`src/rtl/awg_key_ctrl.sv`:
```
// Front-panel key conditioning for the sawtooth generator: debounce, auto-repeat,
// field-select FSM and the registered en/freq/amp/phase values.
module awg_key_ctrl #(
    parameter int unsigned DEBOUNCE_CYCLES = 1_000_000,
    parameter int unsigned HOLD_CYCLES     = 25_000_000,
    parameter int unsigned REPEAT_CYCLES   = 5_000_000,
    parameter int unsigned FREQ_STEP       = 16,
    parameter int unsigned FREQ_RST        = 64,
    parameter int unsigned PHASE_STEP      = 8
) (
    input  logic        clk,
    input  logic        rst_n,
    input  logic [3:0]  key_n,
    output logic        en,
    output logic [11:0] state_freq,
    output logic [2:0]  state_amp,
    output logic [7:0]  state_phase,
    output logic [1:0]  field_sel,
    output logic        upd
);

    localparam int unsigned DW   = $clog2(DEBOUNCE_CYCLES + 1);
    localparam int unsigned HMAX = (HOLD_CYCLES > REPEAT_CYCLES) ? HOLD_CYCLES : REPEAT_CYCLES;
    localparam int unsigned HW   = $clog2(HMAX + 1);

    typedef enum logic [1:0] {
        FLD_FREQ  = 2'd0,
        FLD_AMP   = 2'd1,
        FLD_PHASE = 2'd2
    } field_t;

    // Internally 1 = pressed.
    logic [3:0]    sync1, sync2, deb, deb_d, armed;
    logic [1:0]    sync_vld;
    logic [DW-1:0] deb_cnt [4];
    logic [3:0]    press;

    logic [HW-1:0] hold_cnt [2];
    logic [1:0]    rpt_mode, rep_raw;
    logic          ev_up, ev_dn, step_up, step_dn;

    field_t        field_q, field_nxt;
    logic          en_nxt, changed;
    logic [11:0]   freq_nxt;
    logic [2:0]    amp_nxt;
    logic [7:0]    phase_nxt;

    // A key only arms once a real post-reset sample shows it released, so a key
    // held through reset cannot produce an event at reset release.
    always_ff @(posedge clk or negedge rst_n) begin
        if (!rst_n) begin
            sync1    <= '0;
            sync2    <= '0;
            deb      <= '0;
            deb_d    <= '0;
            armed    <= '0;
            sync_vld <= '0;
            for (int unsigned k = 0; k < 4; k++) deb_cnt[k] <= '0;
        end else begin
            sync1    <= ~key_n;
            sync2    <= sync1;
            deb_d    <= deb;
            sync_vld <= {sync_vld[0], 1'b1};
            for (int unsigned k = 0; k < 4; k++) begin
                armed[k] <= armed[k] | (sync_vld[1] & ~sync2[k]);
                if (sync2[k] != deb[k]) begin
                    if (deb_cnt[k] == DW'(DEBOUNCE_CYCLES)) begin
                        deb[k]     <= sync2[k];
                        deb_cnt[k] <= '0;
                    end else begin
                        deb_cnt[k] <= deb_cnt[k] + DW'(1);
                    end
                end else begin
                    deb_cnt[k] <= '0;
                end
            end
        end
    end

    assign press = deb & ~deb_d & armed;

    // hold_cnt[u] serves key u+1 (up/down); it starts at the press pulse and reloads on each repeat.
    always_comb begin
        for (int unsigned u = 0; u < 2; u++)
            rep_raw[u] = (hold_cnt[u] == (rpt_mode[u] ? HW'(REPEAT_CYCLES) : HW'(HOLD_CYCLES)));
    end

    always_ff @(posedge clk or negedge rst_n) begin
        if (!rst_n) begin
            rpt_mode <= '0;
            for (int unsigned u = 0; u < 2; u++) hold_cnt[u] <= '0;
        end else begin
            for (int unsigned u = 0; u < 2; u++) begin
                if (!deb[u+1]) begin
                    hold_cnt[u] <= '0;
                    rpt_mode[u] <= 1'b0;
                end else if (press[u+1]) begin
                    hold_cnt[u] <= HW'(1);
                    rpt_mode[u] <= 1'b0;
                end else if (rep_raw[u]) begin
                    hold_cnt[u] <= HW'(1);
                    rpt_mode[u] <= 1'b1;
                end else if (hold_cnt[u] != '0) begin
                    hold_cnt[u] <= hold_cnt[u] + HW'(1);
                end
            end
        end
    end

    assign ev_up   = press[1] | (rep_raw[0] & ~deb[2]);
    assign ev_dn   = press[2] | (rep_raw[1] & ~deb[1]);
    assign step_up = ev_up & ~ev_dn & ~press[0];
    assign step_dn = ev_dn & ~ev_up & ~press[0];

    always_ff @(posedge clk or negedge rst_n) begin
        if (!rst_n) field_q <= FLD_FREQ;
        else        field_q <= field_nxt;
    end

    always_comb begin
        field_nxt = field_q;
        if (press[0]) begin
            case (field_q)
                FLD_FREQ: field_nxt = FLD_AMP;
                FLD_AMP:  field_nxt = FLD_PHASE;
                default:  field_nxt = FLD_FREQ;
            endcase
        end
    end

    assign field_sel = field_q;

    always_comb begin
        en_nxt    = en ^ press[3];
        freq_nxt  = state_freq;
        amp_nxt   = state_amp;
        phase_nxt = state_phase;
        if (step_up || step_dn) begin
            case (field_q)
                FLD_FREQ: begin
                    if (step_up)
                        freq_nxt = (state_freq > 12'(4095 - FREQ_STEP)) ? 12'd4095 : state_freq + 12'(FREQ_STEP);
                    else
                        freq_nxt = (state_freq <= 12'(FREQ_STEP)) ? 12'd1 : state_freq - 12'(FREQ_STEP);
                end
                FLD_AMP: begin
                    if (step_up) amp_nxt = (state_amp > 3'd1) ? state_amp - 3'd1 : 3'd1;
                    else         amp_nxt = (state_amp < 3'd7) ? state_amp + 3'd1 : 3'd7;
                end
                FLD_PHASE: begin
                    if (step_up) phase_nxt = state_phase + 8'(PHASE_STEP);
                    else         phase_nxt = state_phase - 8'(PHASE_STEP);
                end
                default: ;
            endcase
        end
        changed = (en_nxt != en) || (freq_nxt != state_freq) ||
                  (amp_nxt != state_amp) || (phase_nxt != state_phase);
    end

    always_ff @(posedge clk or negedge rst_n) begin
        if (!rst_n) begin
            en          <= 1'b0;
            state_freq  <= 12'(FREQ_RST);
            state_amp   <= 3'd1;
            state_phase <= '0;
            upd         <= 1'b0;
        end else begin
            en          <= en_nxt;
            state_freq  <= freq_nxt;
            state_amp   <= amp_nxt;
            state_phase <= phase_nxt;
            upd         <= changed;
        end
    end

endmodule

```
`config.mk`:
```
export PLATFORM = sky130hd
export DESIGN_NAME = awg_key_ctrl
export DESIGN_NICKNAME = d
export VERILOG_FILES = /design/src/rtl/awg_key_ctrl.sv
export SDC_FILE = /design/constraint.sdc
export NUM_CORES = 1
export LEC_CHECK = 0
export CAP_MARGIN = 5
export CORE_MARGIN = 2
export CORE_UTILIZATION = 60
export DETAILED_ROUTE_END_ITERATION = 8
export GPL_TIMING_DRIVEN = 0
export PLACE_DENSITY = 0.78
export SLEW_MARGIN = 20
export SYNTH_ARGS = -nofsm -noshare
export SYNTH_HDL_FRONTEND = slang
export SYNTH_SLANG_ARGS = --single-unit
```
`constraint.sdc`:
```
create_clock -name clk -period 10.9 [get_ports clk]
set_clock_uncertainty 0.05 [all_clocks]
set_input_delay 2.18 -clock clk [delete_from_list [all_inputs] [get_ports clk]]
set_output_delay 2.18 -clock clk [all_outputs]
set_load 0.05 [all_outputs]
```
==> run summary <==
Leak: 4.39 nW
Setup TNS: 0 ns
Syn Std Cell Area: 9130 sq um
PortBufs: 29
worst-case reg-to-reg path depth: 13
reg-to-reg setup timing slack: 6.69 ns
Area growth, synth to finish: 12.8%
nets: 1070
relative slew slack: 0.623
Reg2Reg Launch Point: hold_cnt[46]
initial antenna violation count: 0
ANT nets after route: 0
fill cell count: 1186
RR Endpoint: state_phase[7]
Vias: 7024
Tightest Pin Transition: 0.562 ns
Synth top area share: 0.482
clk_lat worst skew: 0.44 ns
Diodes inserted: 0
worst path cell trace: or4_1 -> or4_4 -> a2111oi_4 -> a22oi_2 -> nor3_4 -> inv_2 -> buf_2 -> fa_1 -> a21o_1 -> a21oi_1 -> xnor2_1 -> nor2_1 -> xor2_1
DRT Pass-1 Iters: 5
top_reg_cell synth: dfrtp_1
Max clock buf depth: 2
synth top area cells: dfrtp_1, nor2_1, xor2_1
mean number of vias per cell: 5.66
Compound-Gate Fraction of Synth Area: 0.0758
top-count cell post-synth: dfrtp_1
CTS tree: yes
biggest cell delay along the critical path: 0.57 ns
critical path's slowest cell: or4_1
HPWL after detailed placement: 12200 microns
gr ovfl total: 0
Post-synth top cells: dfrtp_1, nor2_1, nand2_1
Hold EP: sync2[2]
total track usage: 0.237
Hold Startpoint: sync1[2]
IO Count: 33
synth warn: 0
Root Driver: clkbuf_16
Clk pin slew, worst setup/hold paths: 0.07 ns
Yosys top cell by area: dfrtp_1
synthesized flop and latch total: 178
std cell rows: 45
Slew Limit Fails: 0
setup ws final: 6.69 ns
final WL: 17900 microns
Hold Crit Class: flop to flop
worst-path maximum fanout: 13
unique cell type count in the Yosys netlist: 53
multiplexer area fraction after synthesis: 0.00713
crit start category: flop
RSZ-0062 raised after global routing: no
Max VDD drop: 0.000112 V
CP endpoint kind: flop
Core ar.: 15000 sq um
die width: 127 microns
CTS H-tree depth: 4
largest family of logic cells by synthesized area: simple AND/OR/NAND/NOR gates
Initial Utilization: 0.607
WL/cell: 14.4 microns
synthesized instance count: 989
minimum clock period: 4.21 ns
dpl ws: 6.73 ns
pin count of the biggest net entering global routing: 73
DR DRC count: 0
CTS Buf Count: 17
Async S/R FF share, synth: 1.00
Post-Syn Area per Cell: 9.23 sq um
placed cell area: 9720 sq um
global-route wire length before repair: 31400 microns
Worst Path Required: 11.17 ns
vias in the first global route: 6814
Hold Fails Final Rpt: 0
1st-iter DRT viols: 447
Synth Area in XOR/XNOR: 0.113
clk sinks: 178
sequential area share after synthesis: 0.488
Fmax: 238 MHz
EDFF count, synth: 0
simple-gate area share of the yosys netlist: 0.250
die height: 127 microns
setup violators final: 0
PostCTS Resize Cnt: 0
fin crit share: 0.386
share of cells above drive strength 1: 0.0569
total die area: 16200 sq um
hold buffers post-CTS: 0
Adder-Cell Fraction of Synth Area: 0.0323
Worst Hold Depth: 0
Placer Congestion: 0.937
Crit Path Class: flop to flop
Setup Fix Bufs, Post-CTS: 0
fin area: 10300 sq um
max-cap viol count: 0
status: finished, final reports clean
pwr/cell area: 127 nW/um^2
crit path DAT: 4.48 ns
[worst max-delay path: cells and delay by family, from the launching register on]
kind                     cells  cell delay (ns)
flip-flops                   1             0.43
AO/OA/AOI/OAI                4             0.97
adder cells (fa/ha/maj)      1             0.42
XOR/XNOR                     2             0.28
buffers and inverters        2             0.38
AND/OR/NAND/NOR              4             1.56
[final cells by class]
cell class              count  area (sq um)  area share
clock buffers              19           433      0.0420
repair buffers             31           350      0.0340
clock inverters            13           143      0.0138
multi-input cells         737          4380       0.425
plain buffers              34           144      0.0140
inverters                  42           158      0.0153
well taps                 188           235      0.0228
flip-flops and latches    178          4460       0.433
[logic make-up after synthesis]
logic type | Yosys count
XOR/XNOR | 118
other | 2
AND/OR/NAND/NOR | 471
AO/OA/AOI/OAI | 115
adder cells (fa/ha/maj) | 23
multiplexers | 6
buffers and inverters | 76
flip-flops | 178
[layout by cell type (no fill, tap or decap), types with 15 or more instances in the layout]
| cell type | n |
|---|---|
| a21oi_1 | 48 |
| clkdlybuf4s50_1 | 28 |
| xnor2_1 | 55 |
| clkbuf_16 | 17 |
| inv_1 | 41 |
| xor2_1 | 63 |
| nand4_1 | 21 |
| ha_1 | 22 |
| nor4_1 | 15 |
| dfrtp_1 | 176 |
| nor2_1 | 168 |
| nor3_1 | 25 |
| nand2_1 | 80 |
| and3_1 | 31 |
| clkbuf_1 | 29 |
| o21ai_0 | 38 |
| or3_1 | 20 |
| nand3_1 | 67 |
[power breakdown]
group | total [mW] | switching, mW | internal, mW
sequential | 0.671 | 0.00575 | 0.666
combinational | 0.0368 | 0.0257 | 0.0111
clock | 0.602 | 0.278 | 0.324
total | 1.31 | 0.309 | 1.00
[per-stage QoR]
step / hold slack, ns / utilization / power (mW) / instances
global route: 0.304 / 0.685 / 1.36 / 1242
floorplan: 0.281 / - / 0.699 / 991
global placement: 0.283 / 0.643 / 0.719 / 1208
CTS: 0.293 / 0.685 / 1.32 / 1242
finish: 0.296 / 0.685 / 1.31 / 1242
detailed placement: 0.285 / 0.647 / 0.722 / 1210
[registers in the layout, summed over array words and instances, names as in the netlist]
name / cells
deb_cnt: 80
sync2: 4
deb_d: 4
upd: 1
deb: 4
field_sel: 2
sync1: 4
state_freq: 12
armed: 4
state_amp: 3
sync_vld: 2
en: 1
state_phase: 5
rpt_mode: 2
hold_cnt: 50
[layer usage]
layer | share of wire | routed length, microns | track usage | up-vias
met5 | 0 | 0 | 0 | -
met4 | 0.016 | 284 | 0.0892 | 0
met3 | 0.034 | 614 | 0.0436 | 22
met2 | 0.48 | 8610 | 0.381 | 140
met1 | 0.47 | 8360 | 0.323 | 3407
li1 | - | - | - | 3455
[how the worst max path moves through the flow]
stage                          end  slack, ns         start  depth (start not counted)
CTS                 state_phase[7]       6.72  hold_cnt[46]                         13
floorplan           state_phase[7]       7.10  hold_cnt[46]                         13
detailed placement  state_phase[7]       6.73  hold_cnt[46]                         13
global route        state_phase[7]       6.47  hold_cnt[46]                         13
finish              state_phase[7]       6.69  hold_cnt[46]                         13
global placement       deb_cnt[69]       0.35         rst_n                          1
No activity file was read; power rests on OpenSTA's default activity.
